### config.mk
export PLATFORM = sky130hd
export DESIGN_NAME = pc_sequencer
export DESIGN_NICKNAME = d
export VERILOG_FILES = /design/src/rtl/pc_sequencer_pkg.sv /design/src/rtl/pc_sequencer_adder.sv /design/src/rtl/pc_sequencer.sv
export SDC_FILE = /design/constraint.sdc
export NUM_CORES = 1
export LEC_CHECK = 0
export ABC_AREA = 0
export BUFFER_PORTS_ARGS = -buffer_cell sky130_fd_sc_hd__buf_2
export CORE_MARGIN = 2
export CORE_UTILIZATION = 47
export DETAILED_ROUTE_END_ITERATION = 16
export PLACE_DENSITY = 0.74
export SLEW_MARGIN = 10
export SYNTH_ARGS = -nofsm -noshare
export SYNTH_HDL_FRONTEND = slang
export SYNTH_SLANG_ARGS = --single-unit
### constraint.sdc
create_clock -name clk -period 2.1 [get_ports clk]
set_input_delay 0.525 -clock clk [delete_from_list [all_inputs] [get_ports clk]]
set_output_delay 0.525 -clock clk [all_outputs]
set_load 0.01 [all_outputs]
### src/rtl/pc_sequencer_pkg.sv
// Shared definitions for the MIPS fetch-path PC sequencer: default geometry and FSM state encoding.
// Optional delay-slot behaviour is selected with the BRANCH_DELAY_SLOT_EN macro in pc_sequencer.sv.
package pc_sequencer_pkg;

    localparam int PC_WIDTH      = 32;
    localparam int PC_INCR_BYTES = 4;

    typedef enum logic [1:0] {
        ST_BOOT = 2'd0,
        ST_RUN  = 2'd1,
        ST_TRAP = 2'd2
    } state_t;

    // Only the low two bits decide word alignment.
    function automatic logic is_misaligned(input logic [1:0] low_bits);
        return low_bits != 2'b00;
    endfunction

endpackage

### src/rtl/pc_sequencer_adder.sv
// Plain modulo-2^WIDTH adder used to form the sequential next PC (pc + INCR).
module adder #(
    parameter int WIDTH = 32
) (
    input  logic [WIDTH-1:0] a,
    input  logic [WIDTH-1:0] b,
    output logic [WIDTH-1:0] sum
);

    assign sum = a + b;

endmodule

### src/rtl/pc_sequencer.sv
// Program-counter owner for the fetch path: sequential / branch / jump next-PC selection,
// stall handling and misaligned-target trap. Define BRANCH_DELAY_SLOT_EN for one delay slot.
module pc_sequencer
    import pc_sequencer_pkg::*;
#(
    parameter int               WIDTH        = PC_WIDTH,
    parameter logic [WIDTH-1:0] RESET_VECTOR = '0,
    parameter logic [WIDTH-1:0] INCR         = WIDTH'(PC_INCR_BYTES)
) (
    input  logic             clk,
    input  logic             rst_n,
    input  logic             stall,
    input  logic             fetch_ready,
    input  logic             br_taken,
    input  logic [WIDTH-1:0] br_target,
    input  logic             jump,
    input  logic [WIDTH-1:0] jump_target,
    output logic [WIDTH-1:0] pc_out,
    output logic [WIDTH-1:0] pc_plus4,
    output logic             fetch_valid,
    output logic             misalign_err,
    output state_t           state
);

    // Handshake: fetch_valid/pc_out form a request to imem; a transfer happens on a rising edge
    // where fetch_valid & fetch_ready are both 1. stall holds the PC even when a transfer occurs.
    logic [WIDTH-1:0] pc;
    logic             pend_valid;
    logic [WIDTH-1:0] pend_target;
    logic             advance;
    logic             redirect;
    logic [WIDTH-1:0] redirect_target;
    logic             accept;

    adder #(.WIDTH(WIDTH)) u_adder (
        .a   (pc),
        .b   (INCR),
        .sum (pc_plus4)
    );

    assign pc_out          = pc;
    assign advance         = fetch_valid & fetch_ready & ~stall;
    assign redirect        = jump | br_taken;
    assign redirect_target = jump ? jump_target : br_target;

`ifdef BRANCH_DELAY_SLOT_EN
    // slot = delay slot for the pending redirect has not been fetched yet.
    logic slot;
    assign accept = (state == ST_RUN) & redirect & ~pend_valid;
`else
    assign accept = (state == ST_RUN) & redirect;
`endif

    always_ff @(posedge clk or negedge rst_n) begin
        if (!rst_n) begin
            pc           <= RESET_VECTOR;
            state        <= ST_BOOT;
            fetch_valid  <= 1'b0;
            misalign_err <= 1'b0;
            pend_valid   <= 1'b0;
            pend_target  <= '0;
`ifdef BRANCH_DELAY_SLOT_EN
            slot         <= 1'b0;
`endif
        end else begin
            case (state)
                ST_BOOT: begin
                    state       <= ST_RUN;
                    fetch_valid <= 1'b1;
                end
                ST_RUN: begin
                    if (accept && is_misaligned(redirect_target[1:0])) begin
                        // PC stays on the last aligned address; only reset leaves TRAP.
                        state        <= ST_TRAP;
                        fetch_valid  <= 1'b0;
                        misalign_err <= 1'b1;
                    end else begin
`ifdef BRANCH_DELAY_SLOT_EN
                        if (accept) begin
                            pend_valid  <= 1'b1;
                            pend_target <= redirect_target;
                            slot        <= ~advance;
                            if (advance) pc <= pc_plus4;
                        end else if (advance) begin
                            if (pend_valid && slot) begin
                                pc   <= pc_plus4;
                                slot <= 1'b0;
                            end else if (pend_valid) begin
                                pc         <= pend_target;
                                pend_valid <= 1'b0;
                            end else begin
                                pc <= pc_plus4;
                            end
                        end
`else
                        if (advance) begin
                            if (accept)          pc <= redirect_target;
                            else if (pend_valid) pc <= pend_target;
                            else                 pc <= pc_plus4;
                            pend_valid <= 1'b0;
                        end else if (accept) begin
                            pend_valid  <= 1'b1;
                            pend_target <= redirect_target;
                        end
`endif
                    end
                end
                default: begin
                    state       <= ST_TRAP;
                    fetch_valid <= 1'b0;
                end
            endcase
        end
    end

endmodule

==> flow_metrics.tcl <==
set metrics [dict create \
    p_per_area_mw_per_mm2 974 \
    synth_fp_nets 551 \
    multi_input_area_mm2 0.00285 \
    synthToLayoutAreaGrowth_pct 49.0 \
    first_pass_iters 5 \
    cts-htree-levels 3 \
    numCtsBuffers 9 \
    hold_path_class "in -> async" \
    critical_path_required_ps 1570 \
    ys_ff_latch 68 \
    r2r-start "pc_out[2]" \
    maxCapViolations 0 \
    end_kind "output port" \
    seq_area_mm2 0.00171 \
    worstPathArrival_ps 2150 \
    worst_slew_pin_slew_ps 495 \
    synth-seq-area-share 0.384 \
    clockRootBuffer "clkbuf_8" \
    place_inst 773 \
    timing.final.crit_period_ps 2680 \
    cp-startpoint "pc_out[10]" \
    drt_wl_total_mm 14.7 \
    vias 4701 \
    grt.overflow.total 0 \
    fin_nets 766 \
    syn-cell-area_mm2 0.00444 \
    clock_latency_ps 360 \
    final_cells 811 \
    ys_types 67 \
    synth_edf_count 0 \
    stdcell_area_mm2 0.00661 \
    setup_viol 28 \
    grt_pass1_wl_mm 23.2 \
    core_region_area_mm2 0.00920 \
    place_ws_ps -230 \
    synth.avg_cell_area_um2 9.24 \
    hold_buffers 0 \
    start_util 0.482 \
    finalCritPeriodShare 1.27 \
    drc_errors 0 \
    grt_max_degree 37 \
    reg2reg_depth 9 \
    synth_ff_type "dfrtp_1" \
    vias_per_cell 5.80 \
    ff2ff_setup_slack_ps -120 \
    io_pins 138 \
    antenna_found_initial 0 \
    ant_nets 0 \
    violations "setup timing" \
    syn_inst 480 \
    cts_tree "done" \
    slew_viol_final 0 \
    yosysWarningCount 0 \
    max_slew_margin 0.670 \
    die_x_um 101 \
    die-area_mm2 0.0102 \
    row_count 35 \
    clock_skew_ps 15.7 \
    timing_hold_violations_final 0 \
    final_util 0.719 \
    drive_above_1_share 0.490 \
    crit_path_end "pc_plus4[25]" \
    dp_hpwl_mm 10.2 \
    clk_pin_slew_ps 90 \
    leakagePower_nw 3.48 \
    antenna_cells 0 \
    grt_pass1_vias 4607 \
    dieHeight_um 101 \
    first_iter_violations 283 \
    cp_max_fo 7 \
    yosysTopAreaCellShare 0.384 \
    clockBufferDepth 2 \
    async_flop_share 1.00 \
    max_freq_mhz 374 \
    worstSetupPathType "reg -> out" \
    gr-usage-all-layers 0.290 \
    synth_top_area_cell "dfrtp_1" \
    outcome "finished with violations" \
    synth_most_common_cell "dfrtp_1" \
    cp-start-kind "register" \
    yosys-top-cells-area "dfrtp_1 38%, mux2i_1 7.0%, o21ai_0 6.1%" \
    detail_route.wl_per_cell_um 18.1 \
    synthTopCellsByCount "68 x dfrtp_1, 54 x o21ai_0, 51 x nand2_1" \
    r2r-end "pc_out[22]" \
    clock-sinks 68 \
    place_area_mm2 0.00594 \
    peakVddDrop_mv 0.516 \
    total_power_mw 6.43 \
    rsz0062_at_grt "yes" \
    fillers 662 \
    portBuffers 137 \
    gp_congestion 0.923 \
    timing.final.ws_setup_ps -576 \
]
## critical path, stage by stage, from the launching register on
cell and delay [ps]:
dfrtp_1 410, nand4_4 180, or4_4 640, nor4_4 240
xor2_1 180, buf_2 150
## sequential cells by signal (all words and copies together) (netlist names)
register,flops
pc_out,32
pend_target,32
state,2
misalign_err,1
pend_valid,1
## layer usage
| layer | vias up | global-route usage | part of all wire |
|---|---|---|---|
| li1 | 2175 | - | - |
| met3 | 25 | 0.0607 | 0.075 |
| met2 | 241 | 0.473 | 0.50 |
| met4 | 0 | 0.0946 | 0.019 |
| met1 | 2260 | 0.386 | 0.41 |
| met5 | - | 0 | 0 |
## cells in the final DEF, fill, tap and decap left out, types with 7 or more instances in the layout
cell type	Yosys	layout
nor3_1	8	7
buf_12	0	8
mux2_2	14	14
dfrtp_1	68	58
o22ai_1	7	7
dfrtp_2	0	10
xor2_1	17	13
nand3_1	13	10
and3_1	7	7
buf_4	4	87
nor4_4	0	8
o21ai_0	54	54
o2bb2ai_1	9	9
buf_2	8	135
buf_6	4	15
a21oi_1	21	20
mux2i_1	31	31
xnor2_2	0	7
nor2_1	28	25
nand2_1	51	48
inv_1	8	8
clkbuf_8	2	12
## per-stage QoR
stage / setup TNS, ps / hold slack (ps)
after floorplan: -1830 / 229
after global placement: -1730 / 453
after detailed placement: -2510 / 467
after CTS: -9570 / 138
after global routing: -12290 / 155
final: -9910 / 130
## cells by family after synthesis
logic type,count (synthesis),synth area share
DFF,68,0.384
and+or+nand+nor,150,0.186
muxes,45,0.106
xor gates and xnor gates,28,0.0553
adders and majority gates,1,0.00282
AOI/OAI and AO/OA,138,0.204
buffers and inverters,50,0.0626
## how the worst min path moves through the flow
| stage | end | slack (ps) | cells past startpoint |
|---|---|---|---|
| detailed placement | misalign_err | 470 | 1 |
| global placement | pend_target[7] | 450 | 2 |
| CTS | pend_target[23] | 140 | 1 |
| floorplan | misalign_err | 230 | 0 |
| global route | pc_out[25] | 150 | 1 |
| finish | pc_out[26] | 130 | 1 |
## area by class of cell
| class | instances | share of cell area |
|---|---|---|
| Tap cell | 111 | 0.0210 |
| Clock buffer | 15 | 0.0267 |
| Inverter | 8 | 0.00454 |
| Clock inverter | 1 | 0.00454 |
| Multi-Input combinational cell | 362 | 0.431 |
| Sequential cell | 68 | 0.259 |
| Timing Repair Buffer | 246 | 0.253 |
## power by group
part / switching [mW] / internal (mW)
clock: 0.532 / 0.650
combinational: 1.69 / 1.41
sequential: 0.363 / 1.80
total: 2.58 / 3.85
## repair_timing
item	in CTS	in global routing
endpoints found under the hold margin	0	0
setup buffers	18	10
gates resized for setup	35	25
pin swaps	25	17
setup endpoints to repair	27	36
Note: power is estimated with default switching activity, not from simulation.
